<file path="src/rtl/compress_pkg.sv">
// Shared constants and state encoding for the run-length bit compressor.
package compress_pkg;

    localparam int RUN_W   = 3;                  // run-length code width
    localparam int MAX_RUN = (1 << RUN_W) - 1;   // longest run a single code carries
    localparam int BYTE_W  = 8;                  // input symbol width

    typedef enum logic [2:0] {
        IDLE,
        LOAD,
        SCAN,
        SAT,
        FLUSH,
        FIN
    } state_t;

endpackage

</file>
<file path="src/rtl/compress_outreg.sv">
// Single-entry valid/ready holding register for the code stream.
module compress_outreg #(
    parameter int RUN_W = 3
) (
    input  logic             clk,
    input  logic             rst,
    input  logic             push,
    input  logic [RUN_W-1:0] push_code,
    input  logic             code_ready,
    output logic [RUN_W-1:0] code_out,
    output logic             code_valid,
    output logic             can_push
);
    import compress_pkg::*;

    logic             valid_q, valid_d;
    logic [RUN_W-1:0] code_q, code_d;

    // A new code fits when the slot is empty or is being drained this cycle.
    assign can_push   = !valid_q || code_ready;
    assign code_out   = code_q;
    assign code_valid = valid_q;

    // Drain on accept, refill on push; code stays frozen while stalled.
    always_comb begin
        valid_d = valid_q;
        code_d  = code_q;
        if (valid_q && code_ready) valid_d = 1'b0;
        if (push && can_push) begin
            valid_d = 1'b1;
            code_d  = push_code;
        end
    end

    // Register state with asynchronous clear.
    always_ff @(posedge clk or posedge rst) begin
        if (rst) begin
            valid_q <= 1'b0;
            code_q  <= '0;
        end else begin
            valid_q <= valid_d;
            code_q  <= code_d;
        end
    end

endmodule

</file>
<file path="src/rtl/compress.sv">
// Run-length encoder: bytes are scanned MSB-first into alternating runs of
// 0s and 1s (first run is 0s), each run emitted as a RUN_W-bit count.
// Runs longer than the code can hold are split as MAX, 0, remainder.
module compress #(
    parameter int RUN_W = compress_pkg::RUN_W
) (
    input  logic             clk,
    input  logic             rst,
    input  logic             work,
    input  logic [7:0]       in_byte,
    input  logic             in_last,
    input  logic             in_valid,
    output logic             in_ready,
    output logic [RUN_W-1:0] code_out,
    output logic             code_valid,
    input  logic             code_ready,
    output logic [31:0]      byteIndx,
    output logic [3:0]       bitIndx,
    output logic             done
);
    import compress_pkg::*;

    localparam logic [RUN_W-1:0] RUN_MAX  = '1;
    localparam logic [RUN_W-1:0] RUN_PRE  = RUN_MAX - 1'b1;
    localparam logic [3:0]       LAST_BIT = 4'(BYTE_W - 1);
    localparam logic [3:0]       END_BIT  = 4'(BYTE_W);

    state_t             state_q, state_d;
    logic [BYTE_W-1:0]  byte_q, byte_d;
    logic               last_q, last_d;
    logic [RUN_W-1:0]   cnt_q, cnt_d;
    logic               run_q, run_d;
    logic [3:0]         bit_q, bit_d;
    logic [31:0]        idx_q, idx_d;
    logic               emitted_q, emitted_d;
    logic               done_q, done_d;

    logic               push, can_push, advance;
    logic [RUN_W-1:0]   push_code;
    state_t             end_state;

    compress_outreg #(.RUN_W(RUN_W)) u_outreg (
        .clk        (clk),
        .rst        (rst),
        .push       (push),
        .push_code  (push_code),
        .code_ready (code_ready),
        .code_out   (code_out),
        .code_valid (code_valid),
        .can_push   (can_push)
    );

    assign in_ready = (state_q == LOAD);
    assign byteIndx = idx_q;
    assign bitIndx  = bit_q;
    assign done     = done_q;

    // Next-state, bit scanning and code emission; emitting states wait for a free slot.
    always_comb begin
        state_d   = state_q;
        byte_d    = byte_q;
        last_d    = last_q;
        cnt_d     = cnt_q;
        run_d     = run_q;
        bit_d     = bit_q;
        idx_d     = idx_q;
        emitted_d = emitted_q;
        done_d    = 1'b0;
        push      = 1'b0;
        push_code = '0;
        advance   = 1'b0;
        end_state = last_q ? FLUSH : LOAD;
        case (state_q)
            IDLE: if (work) begin
                state_d   = LOAD;
                cnt_d     = '0;
                run_d     = 1'b0;
                bit_d     = '0;
                idx_d     = '0;
                emitted_d = 1'b0;
            end
            LOAD: if (in_valid) begin
                byte_d  = in_byte;
                last_d  = in_last;
                idx_d   = idx_q + 32'd1;
                bit_d   = '0;
                state_d = SCAN;
            end
            SCAN: begin
                if (byte_q[BYTE_W-1] != run_q) begin
                    // Run ends: emit it and start the opposite run with this bit.
                    if (can_push) begin
                        push      = 1'b1;
                        push_code = cnt_q;
                        run_d     = !run_q;
                        cnt_d     = {{(RUN_W-1){1'b0}}, 1'b1};
                        advance   = 1'b1;
                    end
                end else if (cnt_q == RUN_PRE) begin
                    // Run hits the code limit: emit MAX now, the 0 spacer in SAT.
                    if (can_push) begin
                        push      = 1'b1;
                        push_code = RUN_MAX;
                        cnt_d     = '0;
                        advance   = 1'b1;
                    end
                end else begin
                    cnt_d   = cnt_q + 1'b1;
                    advance = 1'b1;
                end
                if (advance) begin
                    byte_d = {byte_q[BYTE_W-2:0], 1'b0};
                    bit_d  = bit_q + 4'd1;
                    if (cnt_q == RUN_PRE && byte_q[BYTE_W-1] == run_q) state_d = SAT;
                    else if (bit_q == LAST_BIT)                        state_d = end_state;
                end
            end
            SAT: if (can_push) begin
                push      = 1'b1;
                push_code = '0;
                state_d   = (bit_q == END_BIT) ? end_state : SCAN;
            end
            FLUSH: begin
                // An all-empty stream still produces one code.
                if (cnt_q != '0 || !emitted_q) begin
                    if (can_push) begin
                        push      = 1'b1;
                        push_code = cnt_q;
                        state_d   = FIN;
                    end
                end else begin
                    state_d = FIN;
                end
            end
            FIN: if (!code_valid) begin
                done_d  = 1'b1;
                state_d = IDLE;
            end
            default: state_d = IDLE;
        endcase
        if (push) emitted_d = 1'b1;
    end

    // State registers, all cleared asynchronously.
    always_ff @(posedge clk or posedge rst) begin
        if (rst) begin
            state_q   <= IDLE;
            byte_q    <= '0;
            last_q    <= 1'b0;
            cnt_q     <= '0;
            run_q     <= 1'b0;
            bit_q     <= '0;
            idx_q     <= '0;
            emitted_q <= 1'b0;
            done_q    <= 1'b0;
        end else begin
            state_q   <= state_d;
            byte_q    <= byte_d;
            last_q    <= last_d;
            cnt_q     <= cnt_d;
            run_q     <= run_d;
            bit_q     <= bit_d;
            idx_q     <= idx_d;
            emitted_q <= emitted_d;
            done_q    <= done_d;
        end
    end

endmodule

</file>
<file path="config.mk">
export PLATFORM = sky130hd
export DESIGN_NAME = compress
export DESIGN_NICKNAME = d
export VERILOG_FILES = /design/src/rtl/compress_pkg.sv /design/src/rtl/compress_outreg.sv /design/src/rtl/compress.sv
export SDC_FILE = /design/constraint.sdc
export NUM_CORES = 1
export LEC_CHECK = 0
export CAP_MARGIN = 40
export CELL_PAD_IN_SITES_DETAIL_PLACEMENT = 0
export CELL_PAD_IN_SITES_GLOBAL_PLACEMENT = 1
export CORE_ASPECT_RATIO = 0.6
export CORE_MARGIN = 2
export CORE_UTILIZATION = 44
export CTS_CLUSTER_DIAMETER = 80
export CTS_CLUSTER_SIZE = 10
export DETAILED_ROUTE_END_ITERATION = 7
export DONT_BUFFER_PORTS = 1
export GPL_TIMING_DRIVEN = 0
export HOLD_SLACK_MARGIN = 0.02
export PLACE_DENSITY_LB_ADDON = 0.05
export SLEW_MARGIN = 20
export SYNTH_ARGS = -nofsm -noshare
export SYNTH_HDL_FRONTEND = slang
export SYNTH_SLANG_ARGS = --single-unit
</file>
<file path="constraint.sdc">
create_clock -name clk -period 1.9 [get_ports clk]
set_input_delay 0.19 -clock clk [delete_from_list [all_inputs] [get_ports clk]]
set_output_delay 0.19 -clock clk [all_outputs]
set_load 0.005 [all_outputs]
</file>
# After elaboration in Yosys (flattened, before gate mapping)
# Index checks and enable logic that the tools add are counted.
# totals
reg_bits	58
latchBits	0
mem_bits_rw	0
romBits	0
in_bits	14
output_inout_bits	42
wordCells	112
n_memories	0
# op_classes
add_sub_neg	3
multipliers	0
div	0
order_cmp	0
n_eq_ne	21
shifts	0
muxes	52
bitwise	0
n_reduce_logical	25
# op_table
op	count
$mux W32	2
$pmux W32 S2	1
$mux W3	21
$add A32 B1 Y32 const B	1
$pmux W3 S6	1
$mux W1	16
$mux W8	2
$pmux W8 S2	1
$mux W4	3
$pmux W3 S2	2
$pmux W4 S3	1
$reduce_and A4 Y1	3
$reduce_bool A2 Y1	6
$ne A2 B2 Y1 const B	5
$eq A3 B3 Y1 const B	3
$ne A3 B2 Y1 const B	3
$reduce_and A7 Y1	1
$eq A3 B2 Y1 const B	2
$reduce_and A3 Y1	2
$reduce_bool A3 Y1	2
$add A4 B1 Y4 const B	1
$eq A4 B3 Y1 const B	1
$eq A4 B4 Y1 const B	1
$ne A2 B1 Y1 const B	2
other kinds (12)	18

# Longest topological paths before layout
# depth
depth_word	8
mapped_depth	8
ltp_nobuf	6

# Hierarchy
# A second synthesis with hierarchy kept.
# unflattened
hier_cells	345
area_unflattened_um2	3158.0
# modules_own_cells
mod	n_inst	cells_each	area_each_um2	seq_area_each_um2
compress	1	334	2976.6	1351.3
compress_outreg	1	11	181.4	100.1

# Least setup slack after synthesis
# OpenSTA, ideal clock, no wires.
# synth_path
path_type	reg-to-reg
startpoint	reg cnt_q[1]
endpoint	reg state_q[0]
arrival_time_ns	1.647
setup_slack_ns	0.128
path_stages_with_launch	6
path_buffers	0
path_cell_list	dfrtp_1 -> or4b_1 -> nand4_1 -> o211ai_1 -> a21oi_1 -> mux2_2
# synth_via
elab_chain_len	6
word_cells_on_any_way	15
classes_between	eq/ne (4); mux (7); reduce/logical (4)
# synth_rtl
item	line_no	text
start: declaration	compress.sv:31	logic [RUN_W-1:0] cnt_q, cnt_d;
start signal: assignment	compress.sv:160	cnt_q <= cnt_d;
$eq A3 B3 Y1	compress.sv:99, compress.sv:114	
$mux W1	compress.sv:99	end else if (cnt_q == RUN_PRE) begin
$mux W1	compress.sv:90	if (byte_q[BYTE_W-1] != run_q) begin
$mux W1	compress.sv:73	case (state_q)
$ne A2 B2 Y1 (no line)	n/a	
$reduce_and A7 Y1 (no line)	n/a	
end signal: assignment	compress.sv:157	state_q <= state_d;
end: declaration	compress.sv:28	state_t state_q, state_d;
# Parallel ways exist; a longest one is shown, timed or not. The select of a mux whose other input is x is not followed.
# A chain may end at the register's enable or synchronous reset.

# Worst setup path in the final report
# layout_path
startpoint	reg cnt_q[2]
endpoint	reg state_q[2]
# Same word-level chain as after synthesis.

==> run summary <==
port bufs - 0
met3 GRT Util - 0.0927
CP Class - reg -> reg
Crit-path slowest cell - or4b_4
Synth Instances - 322
Required @ worst endpoint - 2.12 ns
most frequent cells in the layout - dfrtp_1, nor2_1, nand2_1
first-pass GRT wire length - 12.3 mm
yosys synthesis warning count - 0
Max Cap Viol - 0
placed cell count - 410
largest net degree at the start of global routing - 45
final hold violation count - 0
Startpoint Class - register
Core Region - 6790 um2
Setup WS post-layout - -0.0282 ns
PwrDens - 1330 nW/um2
CP Buf/Inv Count - 0
PnR Total Power - 4.93 mW
Highest Clock Rate - 519 MHz
Die H - 69.4 um
RSZ-0062 raised after global routing - true
Skew-Pair Late Insertion Delay - 0.33 ns
Fillers - 629
delay-heaviest family, CP - simple AND/OR/NAND/NOR gates
min cycle time layout - 1.93 ns
die area - 7850 um2
post-synthesis register bit count - 58
Final setup viols - 1
Clock Root Buffer - clkbuf_16
Main synth FF type - dfrtp_1
GRT Total Usage - 0.204
Via density - 5.67
fin crit share - 1.01
Final nets - 360
Leak Pwr - 1.66 nW
clk slew on worst S/H paths - 0.05 ns
critical path, cell by cell - or4b_4 -> nand4_1 -> o211ai_1 -> a21oi_2 -> mux2_2
Starting Density - 0.462
Detailed Routing Iterations Pass 1 - 6
Die Wd - 113 um
min-delay worst type - in -> reg
Post-synth EDFFs - 0
Final ANT Viol Nets - 0
Finished Layout Cells - 432
VDD IR-drop max - 0.728 mV
syn avg cell area - 9.75 um2
Net Count, Synth - 339
met2 Usage GRT - 0.228
fraction of layout cells with a size suffix above 1 - 0.223
TritonCTS clock tree - yes
Layout area overhead - 17.9%
Worst Path Arrival - 2.14 ns
Routed WL - 7.61 mm
most common cell after layout, fill and taps aside - dfrtp_1
ys async rst share - 1.00
slowest cell delay on critical path - 0.56 ns
diode count - 0
detailed placement HPWL - 5.35 mm
Layout Skew - 0.00849 ns
met1 Track Usage GR - 0.324
Sink Count - 58
fin util - 0.545
slew margin rel. - 0.637
Vias - 2451
GR Overflow Total - 0
GR peak layer - met1
outcome - finished, violations left
H-tree levels - 3
Post-Syn Area - 3140 um2
DR WL/cell - 17.6 um
gpl congestion - 0.832
initial antenna violation count - 0
Slew Viols, Final - 0
total CTS buffers - 9
failing checks - design-rule violations, negative setup slack
Setup TNS Final - -0.0282 ns
CP Capture Type - register
I/O Pins - 56
crit path max fanout - 7
Initial DRC Count - 167
pin slew with the least headroom to its limit - 0.540 ns
post-synthesis sequential area ratio - 0.462
clock buffer depth - 2
drt drc - 3
Rows - 23
Synth cell types - 49
number of global-route vias before repair - 2233
## sequential cells by signal (all words and copies together), names as in the netlist
signal               flops
cnt_q                    3
u_outreg.code_valid      1
state_q                  3
emitted_q                1
last_q                   1
byte_q                   8
byteIndx                32
u_outreg.code_out        3
done                     1
bitIndx                  4
run_q                    1
## layout make-up
class                           count  area (um2)  share of cell area
Clock buffer                       13         260              0.0703
Buffer                             12        73.8              0.0199
Multi-Input combinational cell    244        1670               0.451
Sequential cell                    58        1460               0.394
Timing Repair Buffer               10         100              0.0270
Tap cell                           87         109              0.0294
Inverter                            8        32.5             0.00878
## layer usage
metal	vias to the layer above	part of all wire
met3	10	0.088
met1	1176	0.54
met4	0	0.012
met2	81	0.36
met5	-	0
li1	1184	-
## synth_stat cells (2+ instances only)
master / number / area share
nand3b_1: 2 / 0.0048
o21ai_0: 20 / 0.032
and3_2: 2 / 0.0048
and3b_1: 2 / 0.0056
a2111oi_0: 2 / 0.0056
nor2b_1: 3 / 0.0060
or3_1: 8 / 0.016
dfrtp_1: 58 / 0.46
and2_1: 4 / 0.0080
nand4_1: 9 / 0.018
mux2_2: 16 / 0.057
nand2b_1: 6 / 0.012
inv_1: 8 / 0.0096
buf_2: 7 / 0.011
xnor2_1: 2 / 0.0056
ha_1: 3 / 0.012
a21oi_1: 14 / 0.022
mux2_1: 3 / 0.011
xor2_1: 24 / 0.067
nor3b_1: 2 / 0.0048
clkbuf_1: 5 / 0.0060
nor3_1: 6 / 0.0096
and3_1: 6 / 0.012
nand2_1: 28 / 0.033
nor4_4: 2 / 0.014
nand3_1: 26 / 0.041
nor2_1: 32 / 0.038
## power by group
part,switching (mW),total [mW],internal (mW)
Sequential,0.260,1.75,1.49
Combinational,0.955,1.73,0.778
Clock,0.521,1.45,0.929
Total,1.74,4.93,3.19
## cell families (layout without fill, tap and decap cells)
family / after synthesis / in the layout / synth area share
AND/OR/NAND/NOR: 149 / 149 / 0.267
flip-flops: 58 / 58 / 0.462
AO/OA/AOI/OAI: 46 / 46 / 0.0889
XOR/XNOR: 26 / 26 / 0.0725
multiplexers: 20 / 20 / 0.0713
buffers and inverters: 20 / 43 / 0.0267
adder cells (fa/ha/maj): 3 / 3 / 0.0120
## worst paths after layout
path | start | end | slack [ns] | depth (start not counted)
min in group asynchronous | rst | emitted_q$_DFFE_PP0P_ | 0.26 | 2
min reg2reg | byte_q[6]$_DFFE_PP0P_ | byte_q[6]$_DFFE_PP0P_ | 0.48 | 1
max reg2reg | cnt_q[2]$_DFFE_PP0P_ | state_q[2]$_DFFE_PP0P_ | -0.03 | 5
max in group asynchronous | rst | byteIndx[15]$_DFFE_PP0P_ | 1.14 | 3
max | cnt_q[2]$_DFFE_PP0P_ | state_q[2]$_DFFE_PP0P_ | -0.03 | 5
min | in_byte[0] | byte_q[0]$_DFFE_PP0P_ | 0.02 | 2
## per-stage QoR
step	cell area (um2)	hold WS [ns]	setup WS [ns]
after floorplan	3140	0.328	0.128
after global placement	3250	0.343	-0.437
after detailed placement	3280	0.00767	-0.201
after CTS	3600	0.0219	-0.0128
after global routing	3700	0.0414	-0.0505
final	3700	0.0225	-0.0282
## repair_timing
action | 4_1_cts | 5_1_grt
pin swaps | 0 | 7
setup endpoints to repair | 45 | 47
setup buffers | 2 | 5
hold endpoints to repair | 59 | 0
hold buffers | 2 | 0
gates resized for setup | 8 | 29
(Power assumes the default switching activity.)
